[config.mk]
export PLATFORM = sky130hd
export DESIGN_NAME = ct_rtu_preg_alloc_64
export DESIGN_NICKNAME = d
export VERILOG_FILES = /design/src/rtl/ct_rtu_preg_alloc_64_pkg.sv /design/src/rtl/ct_rtu_enc_64.sv /design/src/rtl/ct_rtu_rr_pick_64.sv /design/src/rtl/ct_rtu_preg_alloc_64.sv
export SDC_FILE = /design/constraint.sdc
export NUM_CORES = 1
export LEC_CHECK = 0
export ABC_AREA = 1
export BUFFER_PORTS_ARGS = -buffer_cell sky130_fd_sc_hd__buf_2
export CAP_MARGIN = 10
export CORE_ASPECT_RATIO = 0.75
export CORE_MARGIN = 2
export CORE_UTILIZATION = 45
export CTS_BUF_LIST = sky130_fd_sc_hd__clkbuf_16
export DETAILED_ROUTE_END_ITERATION = 6
export PLACE_DENSITY = 0.75
export SLEW_MARGIN = 25
export SYNTH_ARGS = -nofsm -noshare
export SYNTH_HDL_FRONTEND = slang
export SYNTH_SLANG_ARGS = --single-unit
[constraint.sdc]
create_clock -name forever_cpuclk -period 9.2 [get_ports forever_cpuclk]
set_clock_uncertainty 0.1 [all_clocks]
set_input_delay 1.84 -clock forever_cpuclk [delete_from_list [all_inputs] [get_ports forever_cpuclk]]
set_output_delay 1.84 -clock forever_cpuclk [all_outputs]
set_load 0.02 [all_outputs]
[src/rtl/ct_rtu_preg_alloc_64_pkg.sv]
// ct_rtu_preg_alloc_64_pkg: shared sizing constants and one-hot index helper
package ct_rtu_preg_alloc_64_pkg;
  localparam int ENTRY_NUM = 64;
  localparam int PTR_W = 6;
  localparam int CNT_W = PTR_W + 1;
  function automatic logic [PTR_W-1:0] onehot_to_idx(input logic [ENTRY_NUM-1:0] oh);
    onehot_to_idx = '0;
    for (int i = 0; i < ENTRY_NUM; i++)
      onehot_to_idx = onehot_to_idx | (oh[i] ? PTR_W'(i) : '0);
  endfunction
endpackage

[src/rtl/ct_rtu_enc_64.sv]
// ct_rtu_enc_64: 64->6 one-hot to index encoder
module ct_rtu_enc_64
  import ct_rtu_preg_alloc_64_pkg::*;
(
  input  logic [ENTRY_NUM-1:0] onehot,
  output logic [PTR_W-1:0]     idx
);
  assign idx = onehot_to_idx(onehot);
endmodule

[src/rtl/ct_rtu_rr_pick_64.sv]
// ct_rtu_rr_pick_64: lowest set bit at or above ptr, wrapping to the lowest set bit overall
module ct_rtu_rr_pick_64
  import ct_rtu_preg_alloc_64_pkg::*;
(
  input  logic [ENTRY_NUM-1:0] vec,
  input  logic [PTR_W-1:0]     ptr,
  output logic [ENTRY_NUM-1:0] pick,
  output logic                 found
);
  logic [ENTRY_NUM-1:0] mask;
  logic [ENTRY_NUM-1:0] sel;
  assign mask  = vec & ~((ENTRY_NUM'(1) << ptr) - ENTRY_NUM'(1));
  assign sel   = |mask ? mask : vec;
  assign pick  = sel & (~sel + ENTRY_NUM'(1));
  assign found = |vec;
endmodule

[src/rtl/ct_rtu_preg_alloc_64.sv]
// ct_rtu_preg_alloc_64: round-robin physical register free-list allocator with one-hot staging
module ct_rtu_preg_alloc_64
  import ct_rtu_preg_alloc_64_pkg::*;
(
  input  logic                 forever_cpuclk,
  input  logic                 cpurst_b,
  input  logic                 rtu_alloc_req,
  output logic                 rtu_alloc_gnt,
  output logic [ENTRY_NUM-1:0] rtu_alloc_preg_expand,
  output logic                 rtu_alloc_vld,
  input  logic                 rtu_release_vld,
  input  logic [ENTRY_NUM-1:0] rtu_release_expand,
  input  logic                 rtu_flush,
  input  logic [ENTRY_NUM-1:0] rtu_flush_free_expand,
  output logic [CNT_W-1:0]     rtu_free_cnt,
  output logic                 rtu_alloc_empty
);
  logic [ENTRY_NUM-1:0] free_q;
  logic [ENTRY_NUM-1:0] stage_q;
  logic                 stage_vld_q;
  logic [PTR_W-1:0]     ptr_q;
  logic [ENTRY_NUM-1:0] pick;
  logic                 found;
  logic [PTR_W-1:0]     pick_idx;
  logic                 refill;

  ct_rtu_rr_pick_64 u_pick (.vec(free_q), .ptr(ptr_q), .pick(pick), .found(found));
  ct_rtu_enc_64 u_enc (.onehot(pick), .idx(pick_idx));

  assign rtu_alloc_gnt         = rtu_alloc_req & stage_vld_q & ~rtu_flush;
  assign refill                = ~stage_vld_q | rtu_alloc_gnt;
  assign rtu_alloc_preg_expand = stage_q;
  assign rtu_alloc_vld         = stage_vld_q;
  assign rtu_alloc_empty       = rtu_free_cnt == '0;

  // The staged entry is reserved outside free_q but still counts as free.
  always_comb begin
    rtu_free_cnt = {{PTR_W{1'b0}}, stage_vld_q};
    for (int i = 0; i < ENTRY_NUM; i++)
      rtu_free_cnt = rtu_free_cnt + {{PTR_W{1'b0}}, free_q[i]};
  end

  always_ff @(posedge forever_cpuclk or negedge cpurst_b) begin
    if (!cpurst_b) begin
      free_q      <= '1;
      stage_q     <= '0;
      stage_vld_q <= 1'b0;
      ptr_q       <= '0;
    end else if (rtu_flush) begin
      free_q      <= rtu_flush_free_expand;
      stage_q     <= '0;
      stage_vld_q <= 1'b0;
    end else begin
      free_q <= (free_q & ~(refill ? pick : '0)) | (rtu_release_vld ? rtu_release_expand : '0);
      if (refill) begin
        stage_q     <= pick;
        stage_vld_q <= found;
        ptr_q       <= found ? pick_idx + PTR_W'(1) : ptr_q;
      end
    end
  end

  a_no_overlap: assert property (@(posedge forever_cpuclk) disable iff (!cpurst_b)
    (free_q & stage_q) == '0);
  a_legal_release: assert property (@(posedge forever_cpuclk) disable iff (!cpurst_b)
    (rtu_release_vld && !rtu_flush) |-> ((rtu_release_expand & (free_q | stage_q)) == '0));
endmodule

### Word-level counts from Yosys, hierarchy flattened

Cells that the tools add are included.

| storage, ports and cells | value |
|---|---|
| output and inout port bits | 74 |
| flip-flop bits (word level) | 135 |

| cells by class | value |
|---|---|
| add/sub/neg operators | 67 |
| shift-type cells | 1 |
| mux-type cells | 71 |
| bitwise gates (word level) | 74 |
| reduce and logical (&&, ||, !) cells | 5 |

Operator list:

| operator | number |
|---|---|
| adder 7 x 1 -> 7 bit | 58 |
| two-way mux 64 bit | 6 |
| bitwise OR 6 bit | 62 |
| bitwise AND 64 bit | 3 |
| two-way mux 6 bit | 32 |
| NOT 64 bit | 3 |
| OR reduction 64 bit | 2 |
| two-way mux 5 bit | 16 |
| adder 64 x 1 -> 64 bit (second input constant) | 1 |
| bitwise OR 64 bit | 1 |
| left shift 1 x 6 -> 64 bit (first input constant) | 1 |
| subtractor 64 x 1 -> 64 bit (second input constant) | 1 |
| two-way mux 4 bit | 8 |
| two-way mux 3 bit | 4 |
| adder 6 x 1 -> 7 bit | 1 |
| zero test 7 bit | 1 |
| adder 5 x 1 -> 6 bit | 1 |
| adder 6 x 1 -> 6 bit (second input constant) | 1 |
| adder 4 x 1 -> 5 bit | 1 |
| adder 3 x 1 -> 4 bit | 1 |
| two-way mux 2 bit | 2 |
| adder 2 x 1 -> 3 bit | 1 |
| two-way mux 1 bit | 3 |
| AND reduction 3 bit | 1 |
| 5 further kinds | 7 |

### Logic depth before layout (Yosys ltp)

| depth | value |
|---|---|
| depth in word-level cells | 73 |
| mapped depth | 42 |

### Hierarchy

A second synthesis with hierarchy kept.

| unflattened totals | value |
|---|---|
| cells, all modules | 2,247 |
| area, all modules | 14,043.5 um^2 |

Modules (own cells, without submodules):

| module | times used | cells an instance | area an instance (um^2) |
|---|---|---|---|
| ct_rtu_preg_alloc_64 | 1 | 876 | 7,738.7 |
| ct_rtu_rr_pick_64 | 1 | 1,192 | 5,595.4 |
| ct_rtu_enc_64 | 1 | 179 | 709.4 |

### Worst setup path before layout

Ideal clock, no wire load.

| timing path | value |
|---|---|
| kind | reg2out |
| start point | register free_q[58] |
| end point | output port rtu_alloc_empty |
| stages on the path, launching flop included | 20 |
| slack | 0.982 ns |
| path buffers | 0 |
| data arrival time | 6.278 ns |
| data required time | 7.260 ns |
| path through | dfstp_2 > inv_1 > fa_1 > fa_1 > inv_1 > fa_1 > inv_1 > fa_1 > inv_1 > fa_1 > inv_1 > fa_1 > fa_1 > fa_1 > fa_1 > inv_1 > fa_1 > nor4_1 > nand2_1 > nor3_1 |

| between the ends | value |
|---|---|
| word-level cells in the longest chain between the ends | 7 |

RTL lines:

| what | RTL line | source |
|---|---|---|
| from (decl) | ct_rtu_preg_alloc_64.sv:18 | `logic [ENTRY_NUM-1:0] free_q;` |
| from (signal assigned) | ct_rtu_preg_alloc_64.sv:50 | `free_q <= rtu_flush_free_expand;` |
| from (signal assigned) | ct_rtu_preg_alloc_64.sv:54 | `free_q <= (free_q & ~(refill ? pick : '0)) \| (rtu_release_vld ? rtu_release_expand : '0);` |
| adder 7 x 1 -> 7 bit (6 in series) | ct_rtu_preg_alloc_64.sv:40 | `rtu_free_cnt = rtu_free_cnt + {{PTR_W{1'b0}}, free_q[i]};` |
| via rtu_free_cnt[1] | ct_rtu_preg_alloc_64.sv:15 | `output logic [CNT_W-1:0] rtu_free_cnt,` |
| zero test 7 bit | ct_rtu_preg_alloc_64.sv:34 | `assign rtu_alloc_empty = rtu_free_cnt == '0;` |
| to (decl) | ct_rtu_preg_alloc_64.sv:16 | `output logic rtu_alloc_empty` |

The timed path passes the listed nets, and every way through them passes these cells.

### Worst setup path in the final report

| timing path | value |
|---|---|
| start point | register free_q[58] |
| end point | output port rtu_alloc_empty |

| between the ends | value |
|---|---|
| word-level cells in the longest chain between the ends | 7 |

RTL lines:

| what | RTL line |
|---|---|
| adder 7 x 1 -> 7 bit (6 in series) | ct_rtu_preg_alloc_64.sv:40 |
| zero test 7 bit | ct_rtu_preg_alloc_64.sv:34 |

No other way between the ends.

==> key figures <==
Status
  – Status: complete, but fails checks
  – Failing checks: design-rule violations

Yosys
  – Synthesized flop and latch total: 135
  – Post-synth ARST share: 100%
  – Synth top area share: 15.0%
  – Synth unique cells: 40
  – Top post-synthesis cells by area: nand2_1 15%, dfrtp_1 13%, dfstp_2 13%
  – Cell count after synthesis: 2,066
  – Syn_nets: 2,270
  – Most frequent cells after synthesis: 531 x nand2_1, 328 x nor2_1, 213 x inv_1
  – Cell taking the most area after synthesis: nand2_1
  – Post-synthesis sequential area ratio: 26.0%
  – Number of enable flip-flop cells after synthesis: 0
  – Ys flop type: dfrtp_1
  – Most common cell in the netlist: nand2_1
  – Synth warn: 0
  – Mapped cell area: 13,300 um^2
  – Syn avg cell area: 6.43 um^2

Worst setup path
  – CP endpoint kind: output port
  – Worst R2R Path Depth: 34
  – Crit path max-delay cell type: dfstp_2
  – CP arrival: 6.90 ns
  – CP required: 7.26 ns
  – Kind of critical path: reg -> out
  – Crit. Startpoint: free_q[58]
  – Reg2Reg Launch Point: ptr_q[2]
  – Slowest stage delay, CP: 0.55 ns
  – Critical path startpoint category: flop
  – Crit path buffers/inverters: 8
  – Number of stages on the worst setup path: 24
  – Crit-path cells: inv_1, fa_1, fa_1, inv_1, fa_1, inv_1, fa_1, inv_1, fa_1, inv_1, fa_1, fa_1, fa_1, fa_1, inv_1, fa_1, nand3_1, nand2_1, a21oi_1, inv_1, a21oi_1, nand2_1, nor3_1, buf_2
  – Crit path max fanout: 3
  – Worst path top cell family by delay: adder cells
  – CP most frequent cell: fa_1

Finish
  – Layout Nets: 2,427
  – Fill cell count: 3,033
  – Share of cells above drive strength 1: 17.4%
  – Area growth from synthesis to layout: 14.0%
  – Final Non-Filler Cells: 2,629

Clock network
  – PostCTS Resize Cnt: 0
  – Clock net sink count: 135
  – Setup bufs post-CTS: 0
  – Hold_buf cts: 0
  – Clock Latency Late Sink: 0.45 ns
  – TritonCTS clock tree: done
  – H-tree depth: 4
  – Clk root buf: clkbuf_16
  – Clk buf depth: 2
  – CTS clock-pin slew for the worst setup and hold paths: 0.07 ns
  – Total clock buffers created by CTS: 17

Place
  – PortBufs: 206
  – GPL Wtd Cong: 1.06
  – HPWL Detailed: 50,900 um
  – Post-Place Cells: 2,596

Timing
  – RSZ-0062 raised after global routing: false
  – Min Tclk post-route: 8.84 ns
  – Final hold viol count: 0
  – Slew @ Worst Pin: 1.01 ns
  – Slew HR: 32.3%
  – Final-report max-slew violation count: 0
  – Period utilisation layout: 96.1%
  – Endpoints failing setup: 0
  – Setup TNS: 0 ns
  – Minimum hold slack: 0.383 ns
  – Achievable Freq: 113 MHz

Global route
  – Largest net degree at the start of global routing: 87
  – Vias in the first global route: 14,900
  – Gr ovfl total: 0
  – Total GRT Usage: 40.0%
  – Antenna violations before repair: 2
  – First-pass GRT wire length: 92,800 um

Detailed routing
  – Total wire length: 62,800 um
  – DRC errors left: 24
  – Initial DRT Pass Iterations: 7
  – Final ANT Viol Nets: 0
  – Via/cell ratio: 6.20
  – DRT iter0 DRCs: 2,222
  – Drt wl/cell: 23.9 um
  – Vias: 16,300

Floorplan
  – Initial Utilization: 45.7%
  – Row Count: 54
  – Die width: 202 um
  – Die H: 153 um
  – Die area: 30,900 um^2
  – Number of placed I/O pins: 207
  – CORE AREA: 29,100 um^2

Min path
  – Hold crit path type: reg -> reg
  – Worst Hold Depth: 2
  – HP Start: rtu_alloc_preg_expand[3]

Flow run
  – Max-Cap Viols: 0
==> area by class of cell <==
class	count	area, um^2	share of cell area [%]
multi-input cells	1623	8600	56.8
flip-flops and latches	135	3460	22.8
repair buffers	220	1160	7.65
inverters	226	848	5.60
well taps	392	490	3.24
clock buffers	17	425	2.81
clock inverters	15	158	1.04
diodes	1	2.50	0.0165
==> tightest hold or removal path: cells and delay by family, from the launching register on <==
family             cells  cell delay, ns
DFF                    1            0.34
AOI/OAI and AO/OA      1            0.06
and+or+nand+nor        1            0.05
==> through the flow <==
| step | worst slack, ns | cell area, um^2 | utilization [%] |
|---|---|---|---|
| floorplan | 0.982 | 13300 | - |
| global placement | 0.946 | 14500 | 50.0 |
| detailed placement | 0.844 | 14600 | 50.1 |
| CTS | 0.367 | 15100 | 52.1 |
| global route | 0.152 | 15100 | 52.1 |
| finish | 0.363 | 15100 | 52.1 |
==> worst paths after layout <==
kind | endpoint | slack, ns
worst max register to register | ptr_q[4] | 1.95
min in group asynchronous | rtu_alloc_preg_expand[29] | 1.27
max in group asynchronous | ptr_q[2] | 6.33
worst min register to register | rtu_alloc_preg_expand[3] | 0.38
worst max-delay path | rtu_alloc_empty | 0.36
worst min-delay path | rtu_alloc_preg_expand[3] | 0.38
==> state kept, by name, indices dropped and copies added, names as in the netlist <==
register / count
free_q: 64
rtu_alloc_preg_expand: 64
ptr_q: 6
rtu_alloc_vld: 1
==> cell usage in the layout (no fill, tap or decap), drive strengths merged <==
| master | n |
|---|---|
| diode | 1 |
| o31ai | 45 |
| clkinv | 7 |
| a22oi | 20 |
| ha | 16 |
| xnor2 | 1 |
| xor2 | 3 |
| nand2 | 542 |
| nor3b | 1 |
| buf | 220 |
| o211ai | 4 |
| nor3 | 21 |
| nor4 | 13 |
| dfrtp | 71 |
| fa | 55 |
| a21oi | 115 |
| clkbuf | 17 |
| o21bai | 5 |
| o21ai | 106 |
| nand3b | 7 |
| dfstp | 64 |
| inv | 234 |
| and2 | 4 |
| nand3 | 169 |
| and3 | 1 |
| nand4 | 127 |
| nor2 | 368 |
==> logic make-up after synthesis <==
kind of cell | share of synthesized area [%]
AO/OA/AOI/OAI | 12.6
XOR/XNOR | 0.264
adder cells (fa/ha/maj) | 9.80
buffers and inverters | 9.36
flip-flops | 26.0
AND/OR/NAND/NOR | 42.0
==> metal layers <==
metal | track usage (%) | vias up | routed length (um)
met3 | 12.3 | 131 | 9630
li1 | - | 7163 | -
met2 | 54.0 | 1273 | 24600
met5 | 0 | - | 13
met4 | 12.2 | 2 | 2070
met1 | 60.3 | 7724 | 26500
Power is not shown: default switching activity piles up to over one toggle a cycle in this logic, so the estimate is an artifact.
